===== src/rtl/alu_cmd_sequencer.sv =====
// alu_cmd_sequencer: issue-side companion to the 12-bit fixed-point ALU.
// Commands are queued in a FIFO and issued as unbroken bursts (head through the
// first closing entry). A MAC burst is followed by one idle cycle with opcode
// 000 so the ALU accumulator is cleared before the next chain. ALU results are
// queued and returned over a valid/ready handshake; overflow is tracked per
// result and as a sticky flag.
module alu_cmd_sequencer #(
  parameter int DEPTH  = 8,
  parameter int RDEPTH = 8
) (
  input  logic        i_clk,
  input  logic        i_rst_n,
  input  logic        s_valid,
  output logic        s_ready,
  input  logic [11:0] s_data_a,
  input  logic [11:0] s_data_b,
  input  logic [2:0]  s_inst,
  input  logic        s_last,
  output logic        alu_valid,
  output logic [11:0] alu_data_a,
  output logic [11:0] alu_data_b,
  output logic [2:0]  alu_inst,
  input  logic        alu_o_valid,
  input  logic [11:0] alu_o_data,
  input  logic        alu_o_overflow,
  output logic        m_valid,
  input  logic        m_ready,
  output logic [11:0] m_data,
  output logic        m_overflow,
  output logic        o_split,
  output logic        o_ovf_sticky,
  input  logic        i_clr_sticky
);

  localparam int AW  = $clog2(DEPTH);
  localparam int CW  = $clog2(DEPTH + 1);
  localparam int RAW = (RDEPTH > 1) ? $clog2(RDEPTH) : 1;
  localparam int RCW = $clog2(RDEPTH + 1);
  localparam int SW  = RCW + 1;

  localparam logic [2:0] OP_MAC = 3'b011;
  localparam logic [2:0] OP_NOP = 3'b000;

  typedef struct packed {
    logic        close;
    logic [2:0]  inst;
    logic [11:0] a;
    logic [11:0] b;
  } cmd_t;

  typedef enum logic [1:0] {
    ST_IDLE  = 2'd0,
    ST_ISSUE = 2'd1,
    ST_GAP   = 2'd2
  } state_t;

  // Command FIFO storage and bookkeeping
  cmd_t            cmem [DEPTH];
  logic [AW-1:0]   cwr_ptr_q, crd_ptr_q;
  logic [CW-1:0]   ccount_q, ccount_d;
  logic [CW-1:0]   closer_cnt_q, closer_cnt_d;
  logic            s_ready_q, s_ready_d;
  logic            push_s, in_close_s, fill_s;
  cmd_t            push_entry_s, head_s;

  // Issue FSM
  state_t          state_q, state_d;
  logic            issue_s, go_s, credit_ok_s;
  logic            inflight_q;
  logic [SW-1:0]   need_s;

  // Result FIFO
  logic [12:0]     rmem [RDEPTH];
  logic [RAW-1:0]  rwr_ptr_q, rrd_ptr_q;
  logic [RCW-1:0]  rcount_q, rcount_d;
  logic            rpush_s, rpop_s, rvalid_s;
  logic            sticky_q, sticky_d;

  assign head_s = cmem[crd_ptr_q];

  // Command acceptance: closer marking and forced split of an unterminated chain
  always_comb begin
    push_s       = s_valid & s_ready_q;
    in_close_s   = (s_inst != OP_MAC) | s_last;
    fill_s       = push_s & (ccount_q == CW'(DEPTH - 1)) &
                   (closer_cnt_q == '0) & ~in_close_s;
    push_entry_s = {in_close_s | fill_s, s_inst, s_data_a, s_data_b};
  end

  // Command FIFO occupancy and closer-count next state
  always_comb begin
    ccount_d     = ccount_q;
    closer_cnt_d = closer_cnt_q;
    if (push_s && !issue_s) begin
      ccount_d = ccount_q + CW'(1);
    end else if (!push_s && issue_s) begin
      ccount_d = ccount_q - CW'(1);
    end else begin
      ccount_d = ccount_q;
    end
    if ((push_s && push_entry_s.close) && !(issue_s && head_s.close)) begin
      closer_cnt_d = closer_cnt_q + CW'(1);
    end else if (!(push_s && push_entry_s.close) && (issue_s && head_s.close)) begin
      closer_cnt_d = closer_cnt_q - CW'(1);
    end else begin
      closer_cnt_d = closer_cnt_q;
    end
    s_ready_d = (ccount_d != CW'(DEPTH));
  end

  // Conservative credit check: every queued command must fit in the result FIFO
  always_comb begin
    need_s      = SW'(rcount_q) + SW'(inflight_q) + SW'(ccount_q);
    credit_ok_s = (need_s <= SW'(RDEPTH));
    go_s        = (closer_cnt_q != '0) & credit_ok_s;
  end

  // Issue FSM next state; the first entry of a burst issues in the deciding cycle
  always_comb begin
    state_d = state_q;
    issue_s = 1'b0;
    case (state_q)
      ST_IDLE: begin
        if (go_s) begin
          issue_s = 1'b1;
        end else begin
          issue_s = 1'b0;
        end
      end
      ST_ISSUE: begin
        issue_s = 1'b1;
      end
      ST_GAP: begin
        state_d = ST_IDLE;
      end
      default: begin
        state_d = ST_IDLE;
      end
    endcase
    if (issue_s) begin
      if (!head_s.close) begin
        state_d = ST_ISSUE;
      end else if (head_s.inst == OP_MAC) begin
        state_d = ST_GAP;
      end else begin
        state_d = ST_IDLE;
      end
    end else begin
      state_d = state_d;
    end
  end

  // Result FIFO push/pop and sticky overflow next state
  always_comb begin
    rvalid_s = (rcount_q != '0);
    rpop_s   = rvalid_s & m_ready;
    rpush_s  = alu_o_valid & ((rcount_q != RCW'(RDEPTH)) | rpop_s);
    rcount_d = rcount_q;
    if (rpush_s && !rpop_s) begin
      rcount_d = rcount_q + RCW'(1);
    end else if (!rpush_s && rpop_s) begin
      rcount_d = rcount_q - RCW'(1);
    end else begin
      rcount_d = rcount_q;
    end
    if (i_clr_sticky) begin
      sticky_d = 1'b0;
    end else if (rpush_s && alu_o_overflow) begin
      sticky_d = 1'b1;
    end else begin
      sticky_d = sticky_q;
    end
  end

  // Command FIFO storage write (data only, no reset needed)
  always_ff @(posedge i_clk) begin
    if (push_s) begin
      cmem[cwr_ptr_q] <= push_entry_s;
    end
  end

  // Result FIFO storage write (data only, no reset needed)
  always_ff @(posedge i_clk) begin
    if (rpush_s) begin
      rmem[rwr_ptr_q] <= {alu_o_overflow, alu_o_data};
    end
  end

  // Control state: pointers, counts, FSM, in-flight marker, sticky flag
  always_ff @(posedge i_clk or negedge i_rst_n) begin
    if (!i_rst_n) begin
      cwr_ptr_q    <= '0;
      crd_ptr_q    <= '0;
      ccount_q     <= '0;
      closer_cnt_q <= '0;
      s_ready_q    <= 1'b0;
      state_q      <= ST_IDLE;
      inflight_q   <= 1'b0;
      rwr_ptr_q    <= '0;
      rrd_ptr_q    <= '0;
      rcount_q     <= '0;
      sticky_q     <= 1'b0;
    end else begin
      if (push_s) cwr_ptr_q <= cwr_ptr_q + AW'(1);
      if (issue_s) crd_ptr_q <= crd_ptr_q + AW'(1);
      ccount_q     <= ccount_d;
      closer_cnt_q <= closer_cnt_d;
      s_ready_q    <= s_ready_d;
      state_q      <= state_d;
      inflight_q   <= issue_s;
      if (rpush_s) rwr_ptr_q <= (rwr_ptr_q == RAW'(RDEPTH - 1)) ? '0 : rwr_ptr_q + RAW'(1);
      if (rpop_s) rrd_ptr_q <= (rrd_ptr_q == RAW'(RDEPTH - 1)) ? '0 : rrd_ptr_q + RAW'(1);
      rcount_q     <= rcount_d;
      sticky_q     <= sticky_d;
    end
  end

  assign s_ready      = s_ready_q;
  assign o_split      = fill_s;
  assign alu_valid    = issue_s;
  assign alu_inst     = issue_s ? head_s.inst : OP_NOP;
  assign alu_data_a   = issue_s ? head_s.a : 12'd0;
  assign alu_data_b   = issue_s ? head_s.b : 12'd0;
  assign m_valid      = rvalid_s;
  assign m_data       = rvalid_s ? rmem[rrd_ptr_q][11:0] : 12'd0;
  assign m_overflow   = rvalid_s ? rmem[rrd_ptr_q][12] : 1'b0;
  assign o_ovf_sticky = sticky_q;

endmodule


===== config.mk =====
export PLATFORM = sky130hd
export DESIGN_NAME = alu_cmd_sequencer
export DESIGN_NICKNAME = d
export VERILOG_FILES = /design/src/rtl/alu_cmd_sequencer.sv
export SDC_FILE = /design/constraint.sdc
export NUM_CORES = 1
export LEC_CHECK = 0
export CORE_ASPECT_RATIO = 0.6
export CORE_MARGIN = 2
export CORE_UTILIZATION = 41
export CTS_BUF_LIST = sky130_fd_sc_hd__clkbuf_8
export CTS_CLUSTER_SIZE = 30
export DETAILED_ROUTE_END_ITERATION = 16
export SKIP_LAST_GASP = 1
export SYNTH_ARGS = -nofsm -noshare
export SYNTH_HDL_FRONTEND = slang
export SYNTH_SLANG_ARGS = --single-unit

===== constraint.sdc =====
create_clock -name i_clk -period 4.7 [get_ports i_clk]
set_input_delay 0.94 -clock i_clk [delete_from_list [all_inputs] [get_ports i_clk]]
set_output_delay 0.94 -clock i_clk [all_outputs]
set_load 0.01 [all_outputs]

==> run_results.csv <==
group,metric,value,unit
worst_setup_path,worst_r2r_path_depth,17,
detailed_routing,drc,0,
sta,final-max-slew-violation-count,0,
cts,clock_tree.buffer_depth,3,
cts,htree_levels,2,
worst_setup_path,r2r_slack,0.88,ns
yosys,synth_area_per_cell,20.3,sq um
worst_setup_path,worstPathArrival,3.56,ns
yosys,synth_fp_nets,768,
place,dpl-instance-area,0.0159,sq mm
sta,worstMarginPinSlew,1.03,ns
cts,clk_pin_slew_worst_paths,0.06,ns
floorplan,start_util,0.419,
power_and_ir_drop,pwr-share-comb,0.386,
worst_setup_path,cp.required,3.76,ns
detailed_routing,routedWlPerCell,22.0,um
grt,met2_usage,0.264,
grt,grt_pass1_vias,7629,
power_and_ir_drop,swShare,0.331,
sta,min_period,4.50,ns
sta,clock-skew-final,0.0296,ns
sta,fin_tns_setup,0,ns
yosys,ys_seq_elements,357,
yosys,synth_seq_area_share,0.745,
cts,cts_tree,"done",
cts,cts_root_buf,"clkbuf_8",
floorplan,dieArea,0.0362,sq mm
cts,clock-sinks,357,
floorplan,row_count,52,
power_and_ir_drop,pwr-share-clk,0.209,
layout,final_common_cell,"edfxtp_1",
place,dp.final_hpwl,17900,um
power_and_ir_drop,leakagePower,5.71,nW
detailed_routing,vias_per_cell,5.25,
layout,syn_to_final_growth,18.7,%
yosys,synthCells,700,
worst_setup_path,cp-end-kind,"output port",
detailed_routing,drtAntennaViolNets,0,
min_path,min_path_type,"reg2reg",
place,place.detailed.instances,1252,
floorplan,die_x,244,um
layout,multi_input_area,0.00352,sq mm
yosys,synthArstFlopShare,0.0812,
detailed_routing,route.vias.total,7093,
layout,drive_above_1_share,0.235,
floorplan,dieHeight,148,um
power_and_ir_drop,powerDensity,652,mW/mm^2
worst_setup_path,worstSetupPathType,"reg2out",
worst_setup_path,r2r-end,"closer_cnt_q[3]",
detailed_routing,routed_wl,29800,um
layout,antenna_cells,0,
yosys,synth_edf_count,328,
min_path,hold_depth,1,
yosys,synthFlopType,"edfxtp_1",
cts,clock_latency,0.60,ns
min_path,min_to,"closer_cnt_q[3]",
detailed_routing,first_iter_violations,648,
sta,hold_viol,0,
power_and_ir_drop,intPower,7.35,mW
flow_run,cap_violations,0,
grt,grt_busiest_layer,"met2",
worst_setup_path,critPathMaxFanout,30,
yosys,syn_area,0.0142,sq mm
cts,cts_inserted_buffers,53,
detailed_routing,dr.pass1.iters,5,
layout,regArea,0.0106,sq mm
grt,antenna_found_initial,0,
grt,grt_usage,0.167,
outcome,outcome,"complete, no violations",
cts,post-cts-setup-buffers,0,
power_and_ir_drop,pwr-share-seq,0.405,
layout,fin_cells,1350,
place,gp_congestion,0.736,
grt,grt_max_degree,45,
floorplan,num_io_pins,92,
floorplan,core,0.0339,sq mm
power_and_ir_drop,p_switching,3.63,mW
sta,fmax,222,MHz
layout,final_area,0.0169,sq mm
layout,nFillCells,2738,
sta,fin_ws,0.199,ns
layout,final_net_count,916,
yosys,synth_cell_types,41,
min_path,worstHoldStart,"closer_cnt_q[3]",
yosys,yosys_warnings,0,
power_and_ir_drop,ir_drop,428,uV
worst_setup_path,cp-start-kind,"flop",
sta,relSlewSlack,0.313,
sta,rsz0062_at_grt,"no",
place,io_buffers,91,
place,place_ws,0.516,ns
sta,hold_ws,0.526,ns
grt,grt_overflow,0,
grt,met3_usage,0.0303,
sta,setup-violations-final,0,
grt,grt_pass1_wl,45200,um
layout,final_cell_mix,"edfxtp_1 (328), clkdlybuf4s50_1 (91), mux4_2 (82), clkbuf_8 (55), nor2_1 (48)",
grt,gr-usage-met1,0.239,
sta,period_share,0.958,
worst_setup_path,worstReg2RegStart,"ccount_q[0]",
-- layout make-up --
type                    count  share of cell area
clock inverters            43              0.0129
flip-flops and latches    357               0.628
repair buffers            121              0.0696
clock buffers              55              0.0449
multi-input cells         307               0.209
inverters                   8             0.00193
well taps                 459              0.0341
-- timing repair --
item                                   in CTS  in global routing
endpoints found under the hold margin       0                  0
setup endpoints to repair                   0                  1
hold buffers                                0                  0
gates resized for setup                     0                  1
-- per-stage QoR --
step | power [mW] | util
2_1_floorplan | 7.02 | -
3_3_place_gp | 8.68 | 0.469
3_5_place_dp | 8.83 | 0.469
4_1_cts | 11.2 | 0.497
5_1_grt | 11.6 | 0.497
6_report | 11.0 | 0.497
-- sequential cells by signal, indices dropped and copies added, names as in the netlist --
| name | count |
|---|---|
| rrd_ptr_q | 3 |
| s_ready | 1 |
| closer_cnt_q | 4 |
| o_ovf_sticky | 1 |
| rwr_ptr_q | 3 |
| inflight_q | 1 |
| rcount_q | 4 |
| crd_ptr_q | 3 |
| rmem | 104 |
| ccount_q | 4 |
| state_q | 2 |
| cmem | 224 |
| cwr_ptr_q | 3 |
-- cell families (layout without fill, tap and decap cells) --
| kind of cell | count (synthesis) | after routing | share of synthesized area |
|---|---|---|---|
| AOI/OAI and AO/OA | 24 | 24 | 0.0124 |
| xor gates and xnor gates | 16 | 16 | 0.00987 |
| adders and majority gates | 22 | 22 | 0.0213 |
| buffers and inverters | 36 | 227 | 0.0107 |
| DFF | 357 | 357 | 0.745 |
| muxes | 128 | 128 | 0.163 |
| and+or+nand+nor | 117 | 117 | 0.0380 |
-- per-layer routing --
layer / vias to the layer above / wire (um)
li1: 3119 / -
met1: 3767 / 13800
met2: 155 / 14200
met3: 52 / 1260
met4: 0 / 510
met5: - / 0
-- synth_stat cells, drive strengths merged (2+ instances only) --
library cell	count	area, sq um
ha	17	213
o22ai	2	12.5
inv	8	32.5
buf	15	70.1
a21oi	5	25.0
xor2	3	26.3
xnor2	13	114
or3	3	18.8
nor3	9	45.0
mux2i	40	400
clkbuf	13	48.8
and2	3	18.8
fa	4	80.1
mux2	6	67.6
a211o	2	17.5
nor2	58	234
o21ai	7	38.8
a21o	4	30.0
edfxtp	328	9850
nand2b	9	56.3
dfrtp	29	726
nand2	27	104
mux4	82	1850
-- power by group through the flow --
stage | Sequential (mW) | Clock [mW] | Combinational, mW
6_report | 4.45 | 2.30 | 4.24
5_1_grt | 4.52 | 2.51 | 4.58
4_1_cts | 4.47 | 2.38 | 4.33
3_5_place_dp | 4.53 | 0 | 4.31
3_3_place_gp | 4.48 | 0 | 4.20
2_1_floorplan | 4.25 | 0 | 2.77
-- critical path, cell delays in order (launching register included) --
cell             delay, ns
dfrtp_2               0.47
fa_1                  0.47
fa_1                  0.42
a211oi_1              0.28
o21ai_2               0.10
a31oi_4               0.23
nor2_8                0.06
buf_12                0.18
a21oi_1               0.19
clkdlybuf4s50_1       0.58
-- how the worst max path moves through the flow --
stage	startpoint	end	slack, ns	cells after the start
floorplan	s_valid	cmem[0][0]	0.39	2
global route	ccount_q[0]	alu_inst[0]	0.008	9
CTS	ccount_q[0]	alu_inst[0]	0.07	9
global placement	s_valid	closer_cnt_q[3]	0.63	14
detailed placement	s_valid	closer_cnt_q[3]	0.52	14
finish	ccount_q[0]	alu_inst[0]	0.20	9
No activity file was read; power rests on OpenSTA's default activity.
